===== src/rtl/pipe_ctrl_pkg.sv =====
// Shared pipeline-control types and constants.
// State encoding for the hazard controller and the NOP word.
package pipe_ctrl_pkg;

  typedef enum logic [1:0] {
    RUN      = 2'd0,
    MEM_WAIT = 2'd1,
    ERR      = 2'd2
  } ctrl_state_e;

  localparam logic [31:0] NOP_INSN = 32'h0000_0013;

endpackage


===== src/rtl/hazard_detect.sv =====
// Load-use detector between the EX and ID stages.
// Ports: EX rd/load flag, ID rs1/rs2 + use flags -> lu_o.
module hazard_detect #(
  parameter int RegAddrW = 5
) (
  input  logic [RegAddrW-1:0] rd_ex,
  input  logic                ld_ex,
  input  logic [RegAddrW-1:0] rs1_id,
  input  logic [RegAddrW-1:0] rs2_id,
  input  logic                rs1_used_id,
  input  logic                rs2_used_id,
  output logic                lu_o
);

  logic rd_live;
  logic hit1;
  logic hit2;

  // x0 never carries a value, so a load to it can't create a hazard.
  assign rd_live = ld_ex & (rd_ex != '0);
  assign hit1    = rs1_used_id & (rs1_id == rd_ex);
  assign hit2    = rs2_used_id & (rs2_id == rd_ex);
  assign lu_o    = rd_live & (hit1 | hit2);

endmodule


===== src/rtl/pipe_hazard_ctrl.sv =====
// Central hold/bubble controller for the 5-stage pipe.
// In: EX/ID hazard fields, mispredict, MEM handshake; out: stage controls.
module pipe_hazard_ctrl
  import pipe_ctrl_pkg::*;
#(
  parameter int RegAddrW      = 5,
  parameter int TimeoutCycles = 64,
  parameter int CntWidth      = 16
) (
  input  logic                clk_i,
  input  logic                rst_i,
  input  logic [RegAddrW-1:0] rd_EX,
  input  logic                ld_EX,
  input  logic [RegAddrW-1:0] rs1_ID,
  input  logic [RegAddrW-1:0] rs2_ID,
  input  logic                rs1_used_ID,
  input  logic                rs2_used_ID,
  input  logic                mispred_EX,
  input  logic                mem_op_MEM,
  input  logic                dmem_ready_i,
  output logic                dmem_req_o,
  output logic                stall_IF_o,
  output logic                hold_IF_ID_o,
  output logic                flush_IF_ID_o,
  output logic                flush_ID_EX_o,
  output logic                hold_EX_MEM_o,
  output logic                bubble_MEM_WB_o,
  output logic                err_o,
  output logic [CntWidth-1:0] stall_cnt_o
);

  localparam int WaitW = $clog2(TimeoutCycles) + 1;
  localparam logic [WaitW-1:0] WaitLast =
    WaitW'(TimeoutCycles - 1);

  ctrl_state_e       state_q;
  logic [WaitW-1:0]  wait_q;
  logic              lu;
  logic              mem_stall;
  logic              freeze;
  logic              stall_evt;
  logic              sel_fz;
  logic              sel_mis;
  logic              sel_lu;

  hazard_detect #(
    .RegAddrW(RegAddrW)
  ) u_hd (
    .rd_ex       (rd_EX),
    .ld_ex       (ld_EX),
    .rs1_id      (rs1_ID),
    .rs2_id      (rs2_ID),
    .rs1_used_id (rs1_used_ID),
    .rs2_used_id (rs2_used_ID),
    .lu_o        (lu)
  );

  assign mem_stall = mem_op_MEM & ~dmem_ready_i;
  assign freeze    = (state_q == ERR) | mem_stall;
  assign stall_evt = freeze | (lu & ~mispred_EX);

  // One-hot priority selects: freeze > mispredict > load-use.
  assign sel_fz  = freeze;
  assign sel_mis = ~freeze & mispred_EX;
  assign sel_lu  = ~freeze & ~mispred_EX & lu;

  always_ff @(posedge clk_i or posedge rst_i) begin
    if (rst_i) begin
      state_q     <= RUN;
      wait_q      <= '0;
      err_o       <= 1'b0;
      stall_cnt_o <= '0;
    end else begin
      unique case (state_q)
        RUN: begin
          if (mem_stall) begin
            state_q <= MEM_WAIT;
            wait_q  <= '0;
          end
        end
        MEM_WAIT: begin
          if (dmem_ready_i) begin
            state_q <= RUN;
          end else if (wait_q == WaitLast) begin
            state_q <= ERR;
            err_o   <= 1'b1;
          end else begin
            wait_q <= wait_q + 1'b1;
          end
        end
        ERR: begin
          state_q <= ERR;
        end
        default: begin
          state_q <= RUN;
        end
      endcase
      if (stall_evt && (stall_cnt_o != '1)) begin
        stall_cnt_o <= stall_cnt_o + 1'b1;
      end
    end
  end

  // Gated by reset so nothing leaks out while the block is held.
  always_comb begin
    dmem_req_o      = 1'b0;
    stall_IF_o      = 1'b0;
    hold_IF_ID_o    = 1'b0;
    flush_IF_ID_o   = 1'b0;
    flush_ID_EX_o   = 1'b0;
    hold_EX_MEM_o   = 1'b0;
    bubble_MEM_WB_o = 1'b0;
    if (!rst_i) begin
      dmem_req_o = mem_op_MEM & (state_q != ERR);
      unique case (1'b1)
        sel_fz: begin
          stall_IF_o      = 1'b1;
          hold_IF_ID_o    = 1'b1;
          hold_EX_MEM_o   = 1'b1;
          bubble_MEM_WB_o = 1'b1;
        end
        sel_mis: begin
          flush_IF_ID_o = 1'b1;
          flush_ID_EX_o = 1'b1;
        end
        sel_lu: begin
          stall_IF_o    = 1'b1;
          hold_IF_ID_o  = 1'b1;
          flush_ID_EX_o = 1'b1;
        end
        default: begin
          stall_IF_o = 1'b0;
        end
      endcase
    end
  end

endmodule


===== config.mk =====
export PLATFORM = sky130hd
export DESIGN_NAME = pipe_hazard_ctrl
export DESIGN_NICKNAME = d
export VERILOG_FILES = /design/src/rtl/pipe_ctrl_pkg.sv /design/src/rtl/hazard_detect.sv /design/src/rtl/pipe_hazard_ctrl.sv
export SDC_FILE = /design/constraint.sdc
export NUM_CORES = 1
export LEC_CHECK = 0
export BUFFER_PORTS_ARGS = -buffer_cell sky130_fd_sc_hd__buf_4
export CORE_ASPECT_RATIO = 2
export CORE_MARGIN = 4
export CORE_UTILIZATION = 53
export CTS_BUF_LIST = sky130_fd_sc_hd__clkbuf_2 sky130_fd_sc_hd__clkbuf_4 sky130_fd_sc_hd__clkbuf_8
export DETAILED_ROUTE_END_ITERATION = 7
export MAX_ROUTING_LAYER = met4
export PLACE_DENSITY = 0.82
export SETUP_SLACK_MARGIN = 0.05
export SYNTH_ARGS = -nofsm -noshare
export SYNTH_HDL_FRONTEND = slang
export SYNTH_SLANG_ARGS = --single-unit

===== constraint.sdc =====
create_clock -name clk_i -period 2.1 [get_ports clk_i]
set_input_delay 0.21 -clock clk_i [delete_from_list [all_inputs] [get_ports clk_i]]
set_output_delay 0.21 -clock clk_i [all_outputs]
set_load 0.01 [all_outputs]

==> flow_summary_export.csv <==
group,metric,value,unit
placed_design,globalplace.congestion,0.778,
synthesis,synthesis.area,1510,um^2
floorplanning,floorplan.die_area,3810,um^2
clocking,post-cts-setup-buffer-count,0,
drt,drt.antenna.violating_nets,0,
finish,mostFrequentLayoutCell,"buf_4",
clocking,maximum_count_of_clock_buffers_along_a_single_path,2,
synthesis,synth_sequential_area_ratio,43.2,%
placed_design,detailedPlace.worstSlack,0.168,ns
sta,max_freq,514,MHz
floorplanning,initial_core_util,55.1,%
sta,skew,0.00223,ns
worst_setup_path,slowest_delay,0.42,ns
finish,nNetsFinal,227,
drt,routedWlPerCell,17.1,um
synthesis,syn-mean-instance-area,10.2,um^2
drt,drt-vias-per-instance,5.72,
clocking,clk_latency,0.27,ns
drt,detailed_route_iter0_violations,14,
hold_path,worst_hold_path_type,"input port to flip-flop",
clocking,tritoncts.num_buffers,3,
global_routing,gr-usage-all-layers,23.3,%
pwr,seqPwrFrac,57.0,%
synthesis,syn-num-nets,173,
clocking,clock_tree_from_tritoncts,"yes",
pwr,power-per-cell-area,445,nW/um^2
worst_setup_path,worst_path_max_fanout,5,
synthesis,synthArstFlopShare,100,%
global_routing,remaining_overflow_grt,0,
drt,first_pass_iters,4,
finish,areaGrowthSynthToFinish,31.1,%
flow_run,maxCapViolCount,0,
global_routing,grt_antenna_before_repair,0,
placed_design,place.port_buffers,46,
sta,finalSetupViolations,0,
worst_setup_path,cells_traversed_along_the_worst_timing_path,"ha_1 -> nand4_1 -> nor2_1 -> nand4_1 -> nor3_2 -> mux2_4",
sta,hold_violations,0,
clocking,root_buffer,"clkbuf_8",
pwr,power_dissipated_by_switching_net_loads,196,uW
sta,setup_repair_after_global_routing_missed_its_margin,"yes",
sta,hold-worst-slack,0.290,ns
worst_setup_path,critPathRequiredTime,2.26,ns
drt,routed_wl,3930,um
finish,antenna_cells,0,
pwr,clkPwrFrac,31.7,%
clocking,clkTransAtPathRegs,0.08,ns
synthesis,synth_edf_count,0,
sta,final.setup.tns,0,ns
placed_design,post-dp-hpwl,3120,um
pwr,p_leak,0.880,nW
finish,final_cell_mix,"buf_4, dfrtp_1, xnor2_1",
sta,worst_slew_margin_rel,66.5,%
floorplanning,rows,27,
synthesis,yosys_register_bits,26,
synthesis,synth-main-ff-cell,"dfrtp_1",
worst_setup_path,critical-path-slowest-cell,"dfrtp_1",
floorplanning,die_h,83.4,um
worst_setup_path,cp_common_cell,"nand4_1",
global_routing,grt_pass1_vias,1440,
drt,dr_total_vias,1311,
synthesis,yosysWarnings,0,
global_routing,grt_start_max_net_pins,18,
global_routing,grt_pass1_wl,6540,um
worst_setup_path,cp_data_arrival_time,2.11,ns
sta,layout_worst_path_cycle_share,92.6,%
floorplanning,i_o_pins,47,
synthesis,netlist-cell-type-count,39,
finish,cell_area_after_layout,1970,um^2
synthesis,cell_count_after_synthesis,148,
floorplanning,dieWidth,45.7,um
pwr,netSwitchingFraction,22.3,%
status,outcome,"complete, no violations",
pwr,cell_internal_pwr,682,uW
pwr,p_comb_share,11.3,%
sta,layout_setup_ws,0.156,ns
sta,min_period,1.94,ns
drt,drcViolationCount,0,
placed_design,post_dp_cell_area,1900,um^2
clocking,clkSinkCount,26,
pwr,peakVddDrop,0.500,mV
worst_setup_path,critical_path_class,"flip-flop to flip-flop",
worst_setup_path,timing.critical_path.to_type,"flip-flop",
sta,worst_slew_pin_slew,0.497,ns
sta,timing.final.max_slew_violations,0,
worst_setup_path,worst_setup_start_kind,"flip-flop",
floorplanning,core_area,2740,um^2
finish,layout-drive-gt1-share,34.5,%
clocking,h-tree-depth,1,
## through the flow
step	util, %	power [mW]	instances
after floorplan	-	0.555	148
after global placement	69.5	0.605	225
after detailed placement	69.5	0.609	225
after CTS	71.4	0.883	229
after global routing	72.2	0.922	229
final	72.2	0.878	229
## state kept, by name, summed over array words and instances (netlist names)
signal / count
state_q: 2
err_o: 1
wait_q: 7
stall_cnt_o: 16
## path summary, 6_finish.rpt
| path | from | endpoint | slack [ns] | cells past startpoint |
|---|---|---|---|---|
| hold reg to reg | stall_cnt_o[15]$_DFFE_PP0P_ | stall_cnt_o[15]$_DFFE_PP0P_ | 0.50 | 1 |
| hold / removal | dmem_ready_i | state_q[1]$_DFFE_PP0P_ | 0.29 | 4 |
| min in group asynchronous | rst_i | stall_cnt_o[14]$_DFFE_PP0P_ | 0.52 | 3 |
| setup reg to reg | stall_cnt_o[0]$_DFFE_PP0P_ | stall_cnt_o[14]$_DFFE_PP0P_ | 0.16 | 6 |
| setup / recovery | stall_cnt_o[0]$_DFFE_PP0P_ | stall_cnt_o[14]$_DFFE_PP0P_ | 0.16 | 6 |
| max in group asynchronous | rst_i | stall_cnt_o[3]$_DFFE_PP0P_ | 1.01 | 4 |
## Yosys cell counts (2+ instances only)
library cell  number  area share, %
nand2_1           13            3.2
dfrtp_1           26             43
xnor2_1           17            9.9
xor2_1             8            4.7
nor3_1             5            1.7
and3_1             3            1.2
o21ai_0            3            1.0
nand4_1           10            4.2
nand3_1            5            1.7
inv_1              6            1.5
buf_4              2            1.0
a21oi_1            4            1.3
nor2_1            13            3.2
mux2_4             3            3.0
a31oi_1            3            1.2
ha_1               2            1.7
nand2b_1           3            1.2
## worst max-delay path, delay by kind of cell (launching register included)
family / cells / cell delay (ns)
mux: 1 / 0.31
fa+ha+maj: 1 / 0.26
simple gates: 4 / 0.85
flops: 1 / 0.42
## power by group through the flow
stage / Sequential, mW / Clock, mW / Combinational, mW
after detailed placement: 0.510 / 0 / 0.0985
after global placement: 0.510 / 0 / 0.0949
after global routing: 0.500 / 0.313 / 0.109
after CTS: 0.500 / 0.282 / 0.101
final: 0.500 / 0.279 / 0.0993
after floorplan: 0.510 / 0 / 0.0445
## final cells by class
class / count / area (um^2)
clock buffers: 3 / 41.3
fillers: 224 / 762
inverters: 6 / 22.5
multi-input cells: 114 / 838
flip-flops and latches: 26 / 651
well taps: 29 / 36.3
repair buffers: 51 / 385
## metal layers
layer	track usage [%]	vias up	part of all wire [%]
met5	-	-	0
met4	8.55	0	2.3
met3	3.69	9	5.5
met2	42.9	49	60
met1	22.4	632	32
li1	-	621	-
## logic make-up after synthesis
kind of cell	synth area share, %
buffers and inverters	2.49
muxes	3.74
xor gates and xnor gates	14.5
adders and majority gates	1.66
and+or+nand+nor	24.2
AOI/OAI and AO/OA	10.2
DFF	43.2
## repair_timing
item / in CTS / in global routing
endpoints found under the hold margin: 9 / 0
hold buffers: 1 / 0
endpoints found under the setup margin: 0 / 4
gates resized for setup: 0 / 2
No activity file was read; power rests on OpenSTA's default activity.
